`src/rtl/spram_fifo_pkg.sv`:
```
// Shared constants and helpers for the single-port-RAM FIFO controller.
package spram_fifo_pkg;

    localparam int DATA_W_DEF = 8;
    localparam int ADDR_W_DEF = 4;
    localparam int DEPTH_DEF  = 2 ** ADDR_W_DEF;

    // Occupancy must cover RAM entries plus one in-flight read plus the output register.
    function automatic int cnt_width(input int addr_w);
        return $clog2((2 ** addr_w) + 2);
    endfunction

endpackage

```
`src/rtl/spram_fifo_ctrl.sv`:
```
// Synchronous FIFO controller sharing one RAM port between writes and reads.
// Optional direct input-to-output path when idle: define SPRAM_FIFO_BYPASS_EN.
module spram_fifo_ctrl
    import spram_fifo_pkg::*;
#(
    parameter int DATA_W = DATA_W_DEF,
    parameter int ADDR_W = ADDR_W_DEF,
    parameter int CNT_W  = cnt_width(ADDR_W)
) (
    input  logic              clk,
    input  logic              rst_n,
    input  logic              s_valid,
    output logic              s_ready,
    input  logic [DATA_W-1:0] s_data,
    output logic              m_valid,
    input  logic              m_ready,
    output logic [DATA_W-1:0] m_data,
    output logic              ram_we,
    output logic [ADDR_W-1:0] ram_addr,
    output logic [DATA_W-1:0] ram_din,
    input  logic [DATA_W-1:0] ram_dout,
    output logic [CNT_W-1:0]  count,
    output logic              full,
    output logic              empty
);

    localparam logic [ADDR_W-1:0] PTR_ONE  = {{(ADDR_W-1){1'b0}}, 1'b1};
    localparam logic [ADDR_W:0]   CNT_ONE  = {{ADDR_W{1'b0}}, 1'b1};
    localparam logic [ADDR_W:0]   CNT_ZERO = {(ADDR_W+1){1'b0}};
    localparam logic [ADDR_W:0]   FULL_CNT = (ADDR_W+1)'(2 ** ADDR_W);

    logic [ADDR_W-1:0] wr_ptr_r;
    logic [ADDR_W-1:0] rd_ptr_r;
    logic [ADDR_W:0]   ram_cnt_r;
    logic              rd_pend_r;
    logic              m_valid_r;
    logic [DATA_W-1:0] m_data_r;

    logic              full_s;
    logic              slot_free_s;
    logic              do_rd_s;
    logic              do_wr_s;
    logic              do_byp_s;
    logic              hs_s;
    logic              s_ready_s;
    logic [CNT_W-1:0]  count_s;

    // Port arbitration: a read wins the single RAM port whenever one is due.
    always_comb begin
        full_s      = (ram_cnt_r == FULL_CNT);
        slot_free_s = !m_valid_r || m_ready;
        do_rd_s     = (ram_cnt_r != CNT_ZERO) && !rd_pend_r && slot_free_s;
        // rst_n gate keeps upstream stalled for the whole reset window.
        s_ready_s   = rst_n && !full_s && !do_rd_s;
        hs_s        = s_valid && s_ready_s;
`ifdef SPRAM_FIFO_BYPASS_EN
        do_byp_s    = hs_s && (ram_cnt_r == CNT_ZERO) && !rd_pend_r && slot_free_s;
`else
        do_byp_s    = 1'b0;
`endif
        do_wr_s     = hs_s && !do_byp_s;
        count_s     = CNT_W'(ram_cnt_r) + CNT_W'(rd_pend_r) + CNT_W'(m_valid_r);
    end

    // Pointer, RAM occupancy and in-flight read tracking.
    always_ff @(posedge clk or negedge rst_n) begin
        if (!rst_n) begin
            wr_ptr_r  <= {ADDR_W{1'b0}};
            rd_ptr_r  <= {ADDR_W{1'b0}};
            ram_cnt_r <= CNT_ZERO;
            rd_pend_r <= 1'b0;
        end else begin
            if (do_wr_s) begin
                wr_ptr_r <= wr_ptr_r + PTR_ONE;
            end
            if (do_rd_s) begin
                rd_ptr_r <= rd_ptr_r + PTR_ONE;
            end
            case ({do_wr_s, do_rd_s})
                2'b10:   ram_cnt_r <= ram_cnt_r + CNT_ONE;
                2'b01:   ram_cnt_r <= ram_cnt_r - CNT_ONE;
                default: ram_cnt_r <= ram_cnt_r;
            endcase
            rd_pend_r <= do_rd_s;
        end
    end

    // Output register: capture RAM data a cycle after the read, or bypassed input.
    always_ff @(posedge clk or negedge rst_n) begin
        if (!rst_n) begin
            m_valid_r <= 1'b0;
            m_data_r  <= {DATA_W{1'b0}};
        end else if (rd_pend_r) begin
            m_valid_r <= 1'b1;
            m_data_r  <= ram_dout;
        end else if (do_byp_s) begin
            m_valid_r <= 1'b1;
            m_data_r  <= s_data;
        end else if (m_valid_r && m_ready) begin
            m_valid_r <= 1'b0;
        end else begin
            m_valid_r <= m_valid_r;
        end
    end

    assign s_ready  = s_ready_s;
    assign ram_we   = do_wr_s;
    assign ram_addr = do_rd_s ? rd_ptr_r : wr_ptr_r;
    assign ram_din  = s_data;
    assign m_valid  = m_valid_r;
    assign m_data   = m_data_r;
    assign count    = count_s;
    assign full     = full_s;
    assign empty    = (count_s == {CNT_W{1'b0}});

endmodule
```
`config.mk`:
```
export PLATFORM = sky130hd
export DESIGN_NAME = spram_fifo_ctrl
export DESIGN_NICKNAME = d
export VERILOG_FILES = /design/src/rtl/spram_fifo_pkg.sv /design/src/rtl/spram_fifo_ctrl.sv
export SDC_FILE = /design/constraint.sdc
export NUM_CORES = 1
export LEC_CHECK = 0
export CAP_MARGIN = 20
export CORE_UTILIZATION = 35
export DETAILED_ROUTE_END_ITERATION = 10
export GPL_TIMING_DRIVEN = 0
export PLACE_DENSITY = 0.64
export SLEW_MARGIN = 0
export SYNTH_ARGS = -nofsm -noshare
export SYNTH_HDL_FRONTEND = slang
export SYNTH_SLANG_ARGS = --single-unit
```
`constraint.sdc`:
```
create_clock -name clk -period 5 [get_ports clk]
set_input_delay 0.75 -clock clk [delete_from_list [all_inputs] [get_ports clk]]
set_output_delay 0.75 -clock clk [all_outputs]
set_load 0.01 [all_outputs]
```
==> flow_summary.json, run 1 <==
{
  "synth_area_um2": 1350,
  "core-area_um2": 3690,
  "hold_buffers": 0,
  "dp.cells": 204,
  "synthTopCellsByArea": "dfrtp_1, mux2_2, ha_1",
  "finalWeightedCongestion": 0.763,
  "whs_ns": 0.471,
  "antenna_cells": 0,
  "path_buf_inv": 4,
  "ys_seq_area_frac": 0.426,
  "drt-total-wl_um": 2560,
  "synthArstFlopShare": 1.00,
  "crit_path_start_kind": "register",
  "routedWlPerCell_um": 12.2,
  "grt_pass1_wl_um": 4350,
  "yosysMostFrequentCell": "dfrtp_1",
  "r2r_cells": 9,
  "ctsResizeCount": 0,
  "period_needed_ns": 3.89,
  "worstPathRequired_ns": 4.25,
  "fin_crit_sh": 0.778,
  "dpl.hpwl_um": 1900,
  "overflow": 0,
  "synth_top_area_frac": 0.426,
  "cts_root_buf": "clkbuf_8",
  "post_cts_buffers": 0,
  "timing.rr.start": "ram_cnt_r[0]",
  "cp_top_family": "buffers and inverters",
  "syn_inst": 115,
  "fillers": 343,
  "firstDrtPassIters": 4,
  "stdcell_count": 209,
  "cts_tree": "yes",
  "maxSlewHeadroom": 0.578,
  "cp-startpoint": "rd_pend_r",
  "clk_latency_ns": 0.26,
  "nets": 191,
  "path_common_cell": "inv_1",
  "slowest_delay_ns": 0.58,
  "io_buffers": 41,
  "ir_worst_vdd_uv": 212,
  "die_w_um": 64.2,
  "cts_max_path_buffers": 2,
  "crit_arrival_ns": 3.14,
  "maxCapViolations": 0,
  "fmax_mhz": 257,
  "ant_nets": 0,
  "cts_max_level": 1,
  "drt_iter0_markers": 5,
  "rsz0062_at_grt": "no",
  "status": "complete, no violations",
  "numCtsBuffers": 3,
  "clk_pin_slew_ns": 0.08,
  "powerDensity_nw_per_um2": 708,
  "yosysTopAreaCell": "dfrtp_1",
  "cts_sinks": 23,
  "fp-row-count": 22,
  "setup_viol": 0,
  "drc": 0,
  "cp_slowest_cell": "clkdlybuf4s50_1",
  "crit_path_end": "empty",
  "antenna_found_initial": 0,
  "hold_viol_final": 0,
  "area_growth_syn_to_layout_pct": 40.1,
  "grt_max_degree": 27,
  "p_leak_nw": 0.793,
  "die-area_um2": 4120,
  "endpoint_kind": "output port",
  "ys_types": 35,
  "min_path_type": "reg -> reg",
  "synth-seq-cells": 23,
  "yosysWarnings": 0,
  "fp.dieH_um": 64.2,
  "min_from": "rd_ptr_r[3]",
  "worst_pin_slew_ns": 0.632,
  "grt_usage": 0.139,
  "finalMaxSlewViolations": 0,
  "rrSetupSlack_ns": 1.94,
  "skew_ns": 0.00214,
  "start_util": 0.367,
  "setup-tns-final_ns": 0,
  "synth.avg_cell_area_um2": 11.8,
  "routed_via_density": 4.73,
  "vias": 988,
  "path_depth": 10,
  "drive_above_1_share": 0.199,
  "synth_nets": 144,
  "synth-edff-count": 0,
  "first_global_vias": 1023,
  "synth_common_cells": "dfrtp_1, mux2_2, inv_1, buf_4",
  "worstReg2RegEnd": "ram_cnt_r[4]",
  "path_cells": "clkbuf_1, inv_1, fa_1, inv_1, ha_1, nand3_1, xnor2_1, nor2_1, nor4b_1, clkdlybuf4s50_1",
  "boundaryPins": 50,
  "synth-main-ff-cell": "dfrtp_1",
  "crit_type": "reg -> out",
  "worstPathMaxFanout": 10
}
layout make-up:
| type | instances | area, um2 | area share |
|---|---|---|---|
| Inverter | 9 | 33.8 | 0.0178 |
| Multi-Input combinational cell | 72 | 664 | 0.350 |
| Sequential cell | 23 | 576 | 0.304 |
| Buffer | 11 | 78.8 | 0.0416 |
| Timing Repair Buffer | 42 | 438 | 0.231 |
| Clock buffer | 4 | 45.0 | 0.0238 |
| Tap cell | 48 | 60.1 | 0.0317 |
power by group:
group / leakage [nW] / internal (W) / switching (W)
Clock: 0.0228 / 0.0000568 / 0.0000560
Sequential: 0.272 / 0.000286 / 0.0000975
Combinational: 0.499 / 0.000472 / 0.000374
Total: 0.793 / 0.000815 / 0.000528
sequential cells by signal, summed over array words and instances (netlist names):
name	flops
ram_cnt_r	5
rd_pend_r	1
rd_ptr_r	4
wr_ptr_r	4
m_valid	1
m_data	8
placed cells by master, fill, tap and decap left out, types with 2 or more instances in the layout:
cell type,Yosys,final
inv_1,9,9
dfrtp_1,23,23
nand2_1,7,7
mux2_2,13,13
xnor2_1,7,7
nor3_1,2,2
buf_4,8,8
clkbuf_1,2,3
a21oi_1,2,2
fa_1,2,2
ha_1,7,7
clkdlybuf4s50_1,0,41
nor3b_1,2,2
o21ai_0,5,5
clkbuf_8,0,3
xor2_1,5,5
per-stage QoR:
| step | instance area, um2 | utilization | power [W] | worst slack (ns) |
|---|---|---|---|---|
| 3_5_place_dp | 1820 | 0.494 | 0.00124 | 0.682 |
| 2_1_floorplan | 1350 | - | 0.000886 | 2.01 |
| 3_3_place_gp | 1820 | 0.494 | 0.00119 | 0.843 |
| 6_report | 1900 | 0.514 | 0.00134 | 1.11 |
| 4_1_cts | 1870 | 0.506 | 0.00136 | 0.969 |
| 5_1_grt | 1900 | 0.514 | 0.00146 | 0.861 |
routing by layer:
layer,part of all wire,track usage
met5,0,0
met4,0.029,0.0861
met3,0.049,0.0250
met2,0.53,0.243
met1,0.39,0.155
how the worst min path moves through the flow:
stage / end / slack [ns] / cells after the start
6_report: rd_ptr_r[3] / 0.47 / 1
5_1_grt: wr_ptr_r[3] / 0.50 / 1
4_1_cts: rd_ptr_r[3] / 0.48 / 1
3_5_place_dp: wr_ptr_r[3] / 0.46 / 1
3_3_place_gp: wr_ptr_r[3] / 0.46 / 1
2_1_floorplan: wr_ptr_r[3] / 0.44 / 1
cells by family (layout without fill, tap and decap cells):
group | Yosys count | after routing | share of synthesized area
XOR/XNOR | 12 | 12 | 0.0777
flip-flops | 23 | 23 | 0.426
AND/OR/NAND/NOR | 26 | 26 | 0.139
adder cells (fa/ha/maj) | 9 | 9 | 0.0944
multiplexers | 15 | 15 | 0.128
AO/OA/AOI/OAI | 10 | 10 | 0.0527
buffers and inverters | 20 | 66 | 0.0833
(Power assumes the default switching activity.)
==> inputs of run 2 (changes only) <==
Settings changed: PLACE_DENSITY 0.64 to 0.66.
Clock period 5 ns to 3.3 ns, I/O delays scaled along.
==> run 2 against run 1 <==
Against the previous run: global-route usage up 0.11 points; critical endpoint unchanged; highest routed layer unchanged; die area unchanged; worst hold slack worse by 0.26 ns; clock power up 52%; final cell count down 0.48%; combinational power up 50%; count of clock-buffer cells in the layout down 1; critical path type unchanged; largest power group unchanged.
==> flow_summary.json, run 2 (synthesis results as in run 1) <==
{
  "p_int_w": 0.00123,
  "finalMaxSlewViolations": 0,
  "nets": 190,
  "first_global_vias": 1027,
  "worstPathMaxFanout": 10,
  "io_buffers": 41,
  "top_layer_used": "met4",
  "worst_slack_ns": 0.316,
  "antenna_cells": 0,
  "rrSetupSlack_ns": 0.33,
  "p_switching_w": 0.000792,
  "hold_viol_final": 0,
  "cts_root_buf": "clkbuf_8",
  "design_area_um2": 1870,
  "worst_pin_slew_ns": 0.543,
  "place_area_um2": 1820,
  "die-area_um2": 4120,
  "fillers": 334,
  "cp_slowest_cell": "fa_1",
  "vias": 995,
  "maxCapViolations": 0,
  "min_path_type": "in -> async",
  "crit_arrival_ns": 2.49,
  "routed_via_density": 4.78,
  "skew_ns": 0.00414,
  "core-area_um2": 3690,
  "clk_pin_slew_ns": 0.08,
  "fp.dieH_um": 64.2,
  "setup-tns-final_ns": 0,
  "fp-row-count": 22,
  "layout_commonest_cell": "clkdlybuf4s50_1",
  "start_util": 0.367,
  "switching_share": 0.392,
  "maxSlewHeadroom": 0.638,
  "endpoint_kind": "output port",
  "routed-wl-met3_um": 137,
  "powerDensity_nw_per_um2": 1080,
  "power.clock.fraction": 0.085,
  "drc": 0,
  "crit_path_start_kind": "register",
  "route.met2.wl_um": 1350,
  "wirelength_met1_um": 1010,
  "ant_nets": 0,
  "grt_pass1_wl_um": 4440,
  "cts_max_path_buffers": 2,
  "whs_ns": 0.211,
  "slowest_delay_ns": 0.37,
  "drt_iter0_markers": 12,
  "r2r_cells": 9,
  "grt_max_degree": 27,
  "clk_latency_ns": 0.26,
  "drive_above_1_share": 0.219,
  "drt-total-wl_um": 2550,
  "antenna_found_initial": 0,
  "dpl.hpwl_um": 1970,
  "cts_sinks": 23,
  "status": "complete, no violations",
  "numCtsBuffers": 3,
  "firstDrtPassIters": 4,
  "comb_power_share": 0.628,
  "finalWeightedCongestion": 0.686,
  "area_growth_syn_to_layout_pct": 38.2,
  "routedWlPerCell_um": 12.2,
  "fin_crit_sh": 0.904,
  "crit_type": "reg -> out",
  "ir_worst_vdd_uv": 304,
  "grt_usage": 0.140,
  "path_common_cell": "inv_1",
  "cts_max_level": 1,
  "period_needed_ns": 2.98,
  "cp_top_family": "buffers and inverters",
  "path_cells": "clkbuf_4, inv_1, fa_1, inv_1, ha_1, nand3_1, xnor2_1, nor2_1, nor4b_1, dlygate4sd2_1",
  "hold_buffers": 0,
  "overflow": 0,
  "worstPathRequired_ns": 2.80,
  "fmax_mhz": 335,
  "largest_register_ffs": 8,
  "path_depth": 10,
  "rsz0062_at_grt": "no",
  "die_w_um": 64.2,
  "cts_tree": "yes",
  "pre_cts_slack_ns": -0.756,
  "seq_power_share": 0.287,
  "p_leak_nw": 0.793,
  "setup_viol": 0,
  "boundaryPins": 50,
  "path_buf_inv": 4,
  "layout_common_cells": "clkdlybuf4s50_1, dfrtp_1, mux2_2"
}
## run 2: cell type report
type,instances,area [um2],area share
Inverter,9,33.8,0.0181
Timing Repair Buffer,41,404,0.216
Tap cell,48,60.1,0.0321
Buffer,11,82.6,0.0442
Multi-Input combinational cell,72,667,0.357
Clock inverter,1,5.00,0.00268
Sequential cell,23,576,0.308
Clock buffer,3,41.3,0.0221
## run 2: what timing repair did
action	CTS	global route
setup endpoints to repair	7	1
resized for setup	6	4
pin swaps	0	1
buffers inserted	0	0
## run 2: path summary, 6_finish.rpt
| kind | startpoint | to |
|---|---|---|
| setup / recovery | rd_pend_r | empty |
| setup reg to reg | ram_cnt_r[1] | ram_cnt_r[4] |
| min in group clk | wr_ptr_r[3] | wr_ptr_r[3] |
| hold reg to reg | wr_ptr_r[3] | wr_ptr_r[3] |
| max in group asynchronous | rst_n | rd_ptr_r[2] |
| hold / removal | rst_n | wr_ptr_r[0] |
## run 2: metal layers
metal  up-vias  global-route usage
li1        472                   -
met1       474               0.158
met2        44               0.254
met3         5              0.0232
met4         0              0.0667
met5         -                   0
## run 2: metrics by stage
stage / utilization / total power (W) / instances
6_report: 0.507 / 0.00202 / 208
2_1_floorplan: - / 0.00134 / 115
3_3_place_gp: 0.494 / 0.00181 / 204
4_1_cts: 0.508 / 0.00204 / 208
5_1_grt: 0.507 / 0.00220 / 208
3_5_place_dp: 0.494 / 0.00187 / 204
## run 2: power by group through the flow
| stage | combinational, W | clock, W | sequential, W |
|---|---|---|---|
| after global routing | 0.00140 | 0.000191 | 0.000605 |
| after global placement | 0.00123 | 0 | 0.000578 |
| after detailed placement | 0.00128 | 0 | 0.000586 |
| final | 0.00127 | 0.000172 | 0.000579 |
| after CTS | 0.00128 | 0.000179 | 0.000580 |
| after floorplan | 0.000757 | 0 | 0.000585 |
==> patch 1 (config.mk and constraints of run 2) <==
Change the package constant `DATA_W_DEF` from 8 to 9.
--- a/src/rtl/spram_fifo_pkg.sv
+++ b/src/rtl/spram_fifo_pkg.sv
@@ -1,7 +1,7 @@
 // Shared constants and helpers for the single-port-RAM FIFO controller.
 package spram_fifo_pkg;
 
-    localparam int DATA_W_DEF = 8;
+    localparam int DATA_W_DEF = 9;
     localparam int ADDR_W_DEF = 4;
     localparam int DEPTH_DEF  = 2 ** ADDR_W_DEF;
 
Interface: changed (resized m_data, ram_din, ram_dout and s_data); port bits go from 50 to 54. No check against the original RTL was run, so the function may have changed too.
==> patch 1 against run 2 <==
Sequential share of layout area fell by 0.31 points. Routed wire length barely moved. Sequential cell count rose by 1. Non-clock buffer count rose by 4. Worst setup slack got worse by 47 ps. Global-route usage fell by 0.85 points. First-iteration DRC count fell by 25%. Die area rose by 3.1%. Synthesized area rose by 3.2%. Cell area rose by 5.4%. Power rose by 5.6%. Count of clock-buffer cells in the layout did not move. Register-to-register slack got worse by 20 ps.
==> patch 1: results (changes against run 2) <==
stage	metric	value	unit	change
setup_path	rrSetupSlack	310	ps	-20 ps
synth	synth.area.top_cells	dfrtp_1 (43%), mux2_2 (11%), ha_1 (6.3%)		
setup_path	critPathSlowestCell	clkdlybuf4s50_1		
drt	wl_met2	1220	um	-10%
clocking	h-tree-depth	1		unchanged
cells_and_area	largest_reg_flops	9		+1
placement	numPortBuffers	44		+7.3%
cells_and_area	fin_nets	198		+4.2%
clocking	cts_buffers	3		unchanged
global_routing	use_met2	21.9	%	-3.5 points
pwr	p_sw	0.794	mW	+0.19%
timing	hold_ws	326	ps	+115 ps
setup_path	cp.arrival	2540	ps	+50 ps
drt	num_vias	1011		+1.6%
synth	ys.flop_type	dfrtp_1		
drt	routed.top_layer	met4		
setup_path	critPathCapture	count[4]		
synth	synth-compound-area-share	5.11	%	-0.17 points
clocking	cts_root_buf	clkbuf_8		
placement	place.gp.congestion	0.697		+1.6%
timing	slew_headroom	60.7	%	-3.1 points
synth	ys_seq_area_share	43.0	%	+0.46 points
pwr	seq_power_share	28.5	%	-0.2 points
drt	drtIter0Drc	9		-3
pwr	p_comb	1.28	mW	
setup_path	cp_slowest_stage_delay	590	ps	+220 ps
synth	synth-adder-area-share	9.14	%	-0.30 points
pwr	vdd_drop_max	0.304	mV	-0.20%
drt	first_pass_iters	3		-1
placement	dpl_cell_area	0.00190	mm2	+4.0%
drt	dr_wl_met3	171	um	+25%
global_routing	grt_max_degree	28		+3.7%
global_routing	grt.met3_usage	1.91	%	-0.41 points
synth	synthMuxAreaShare	13.2	%	+0.41 points
global_routing	grt_first_pass_wirelength	4400	um	-0.77%
min_path	min_path_type	input port to asynchronous set/reset pin		
pwr	p_leak	0.835	nW	+5.2%
global_routing	use_met1	17.2	%	+1.4 points
cells_and_area	diodes	0		unchanged
placement	hpwlAfterDp	2020	um	+2.7%
synth	synth_nets	149		+3.5%
clocking	clock_latency	260	ps	about the same
synth	ys_async_sr_fraction	100	%	unchanged
synth	synthXorXnorAreaFrac	7.53	%	-0.24 points
cells_and_area	layout-drive-gt1-share	21.7	%	-0.19 points
setup_path	rr_worst_depth	9		unchanged
synth	synthTopCellsByCount	dfrtp_1 (24), mux2_2 (14), buf_4 (9), inv_1 (9)		
global_routing	antenna_found_initial	0		unchanged
setup_path	regToRegStartpoint	ram_cnt_r[0]$_DFFE_PN0P_		
global_routing	grtUsageTotal	13.2	%	-0.85 points
timing	fin_skew	1.83	ps	-2.31 ps
synth	yosysWarnings	0		unchanged
status	outcome	completed		
drt	wl_met1	1130	um	+12%
drt	wl_per_cell	11.9	um	-2.9%
==> patch 1: changes by cell type after synthesis, sizes merged <==
cell and change:
mux2 +1, dfrtp +1, buf +1
==> patch 1: critical path: cells and delay by family, from the launching register on <==
kind | cells | cell delay, ps
xor+xnor | 1 | 230
simple gates | 1 | 100
flops | 1 | 420
fa+ha+maj | 2 | 550
buf+inv | 4 | 990
==> patch 1: per-stage QoR <==
stage	power (mW)	cells	TNS, ps	setup WS [ps]
after floorplan	1.38	118	0	547
after global placement	1.87	210	-1520	-601
after detailed placement	1.91	210	-2120	-776
after CTS	2.17	214	0	236
after global routing	2.32	214	0	0.0202
final	2.14	214	0	269
==> patch 1: timing repair <==
action	CTS	global route
setup buffers	0	0
gates resized for setup	6	1
endpoints found under the setup margin	7	1
==> patch 1: layout make-up <==
type                    instances  area, um2
repair buffers                 44        439
multi-input cells              73        676
flip-flops and latches         24        601
clock inverters                 1       30.0
well taps                      48       60.1
inverters                       9       33.8
fillers                       344       1770
plain buffers                  12       90.1
clock buffers                   3       41.3
==> patch 2 (flow settings as in run 2) <==
Without the edit above. Reset style: synchronous (`rst_n`), changed in 2 clocked blocks.
--- a/src/rtl/spram_fifo_ctrl.sv
+++ b/src/rtl/spram_fifo_ctrl.sv
@@ -63,7 +63,7 @@
     end
 
     // Pointer, RAM occupancy and in-flight read tracking.
-    always_ff @(posedge clk or negedge rst_n) begin
+    always_ff @(posedge clk) begin
         if (!rst_n) begin
             wr_ptr_r  <= {ADDR_W{1'b0}};
             rd_ptr_r  <= {ADDR_W{1'b0}};
@@ -86,7 +86,7 @@
     end
 
     // Output register: capture RAM data a cycle after the read, or bypassed input.
-    always_ff @(posedge clk or negedge rst_n) begin
+    always_ff @(posedge clk) begin
         if (!rst_n) begin
             m_valid_r <= 1'b0;
             m_data_r  <= {DATA_W{1'b0}};
Behaviour: differs if rst_n is asserted again (counterexample within 4 cycles, from zero or initial values and one cycle with rst_n low); with rst_n held inactive, the same outputs for 10 cycles.
==> patch 2 against run 2 <==
Synthesized area shrank 1.5%. Worst setup slack gained 89 ps. Highest routed layer unchanged. Power shrank 28%. Sequential cell count is the same. Die area shrank 1.4%. Count of clock-buffer cells in the layout is the same. Routed wire length grew 7.0%. Global-route usage grew 0.75 points. Cell area shrank 0.80%.
==> patch 2: results (changes against run 2) <==
stage	metric	value	unit	change
global_routing	grt_max_degree	14		-48%
cells_and_area	fin_nets	212		+12%
drt	wirelength	2720	um	+7.0%
synth	synth.area.top_cells	dfxtp_1 (35%), mux2i_1 (12%), ha_1 (6.6%)		
setup_path	critPathSlowestCell	clkdlybuf4s50_1		
floorplan	core_region_area	0.00366	mm2	-0.75%
drt	drtIter0Drc	16		+4
pwr	vdd_drop_max	0.364	mV	+20%
synth	ys_types	38		+8.6%
clocking	cts_root_buf	clkbuf_8		
synth	syn_inst	137		+19%
synth	ys_async_sr_fraction	0	%	-100 points
pwr	p_leak	0.781	nW	-1.5%
setup_path	regToRegStartpoint	ram_cnt_r[0]$_SDFFE_PN0P_		
synth	synthTopCellsByCount	dfxtp_1 (23), mux2i_1 (16), nor2b_1 (11)		
clocking	cts_buffer_depth	2		unchanged
clocking	postCtsSetupBuffers	0		unchanged
timing	slew_headroom	62.3	%	-1.5 points
timing	fin_skew	6.91	ps	+2.77 ps
synth	ys.flop_type	dfxtp_1		
placement	dp.cells	226		+11%
pwr	clock_power	0.177	mW	+3%
min_path	min_path_type	flop to flop		
placement	place.gp.congestion	0.761		+11%
setup_path	cp.arrival	2400	ps	-90 ps
setup_path	rr_worst_depth	10		+1
clocking	path_clk_slew	90	ps	
synth	yosysWarnings	0		unchanged
status	outcome	completed		
synth	ys_seq_area_share	34.6	%	-8.0 points
pwr	p_sw	0.559	mW	-29%
synth	synth_nets	166		+15%
setup_path	r2r_end	ram_cnt_r[3]$_SDFFE_PN0P_		
drt	num_vias	1090		+9.5%
global_routing	grt_first_pass_wirelength	4730	um	+6.5%
global_routing	grtUsageTotal	14.8	%	+0.75 points
drt	wl_per_cell	11.8	um	-3.3%
pwr	p_comb	0.863	mW	-32%
cells_and_area	fillers	340		+1.8%
setup_path	rrSetupSlack	580	ps	+250 ps
cells_and_area	layout-drive-gt1-share	14.3	%	-7.6 points
setup_path	cp_slowest_stage_delay	560	ps	+190 ps
==> patch 2: cell types whose count changed after synthesis, sizes merged, moves of 10 or more <==
| cell | before | now |
|---|---|---|
| mux2 | 15 | 4 |
| nor2b | 1 | 11 |
| mux2i | 0 | 16 |
| dfxtp | 0 | 23 |
| dfrtp | 23 | 0 |
==> patch 2: area by class of cell <==
type | instances | area, um2 | area share [%]
flip-flops and latches | 23 | 460 | 24.8
clock buffers | 3 | 41.3 | 2.23
clock inverters | 1 | 5.00 | 0.270
well taps | 48 | 60.1 | 3.24
inverters | 9 | 33.8 | 1.82
plain buffers | 14 | 97.6 | 5.26
repair buffers | 41 | 413 | 22.3
multi-input cells | 91 | 743 | 40.1
==> patch 2: per-stage QoR <==
step / worst slack, ps / total power, mW / instance area (um2) / hold slack (ps)
6_report: 405 / 1.47 / 1850 / 471
5_1_grt: 225 / 1.59 / 1850 / 502
4_1_cts: 36.4 / 1.49 / 1850 / 468
3_5_place_dp: 204 / 1.30 / 1800 / 456
3_3_place_gp: 280 / 1.27 / 1800 / 450
2_1_floorplan: 744 / 0.988 / 1330 / 433
==> patch 2: worst max-delay path, delay by kind of cell, from the launching register on <==
kind          cells  cell delay (ps)
fa+ha+maj         2              540
flops             1              380
buf+inv           4              920
xor+xnor          1              190
simple gates      1              100
==> patch 2: layer usage <==
layer / vias up / global-route usage (%) / wire length, um
met2: 35 / 25.9 / 1350
met1: 505 / 17.8 / 1200
li1: 547 / - / -
met5: - / 0 / 0
met4: 0 / 4.26 / 22
met3: 3 / 3.26 / 144
==> patch 2: what timing repair did <==
action | in CTS | in global routing
resized for setup | 1 | 1
endpoints found under the hold margin | 0 | 0
setup endpoints to repair | 1 | 1
==> patch 2: cells by family (layout without fill, tap and decap cells) <==
| family | Yosys count | after routing | synth area share (%) |
|---|---|---|---|
| DFF | 23 | 23 | 34.6 |
| buffers and inverters | 23 | 68 | 9.67 |
| xor gates and xnor gates | 6 | 6 | 3.94 |
| adders and majority gates | 9 | 9 | 9.58 |
| AOI/OAI and AO/OA | 11 | 11 | 6.20 |
| muxes | 20 | 20 | 15.4 |
| and+or+nand+nor | 45 | 45 | 20.7 |
==> patch 2: how the worst max path moves through the flow <==
stage / start / end / slack, ps / cells past startpoint
floorplan: rd_pend_r$_SDFF_PN0_ / empty / 740 / 9
global placement: rd_pend_r$_SDFF_PN0_ / empty / 280 / 10
detailed placement: m_ready / ram_cnt_r[4]$_SDFFE_PN0P_ / 200 / 11
CTS: rd_pend_r$_SDFF_PN0_ / empty / 40 / 10
global route: rd_pend_r$_SDFF_PN0_ / count[4] / 220 / 8
finish: rd_pend_r$_SDFF_PN0_ / count[4] / 410 / 8
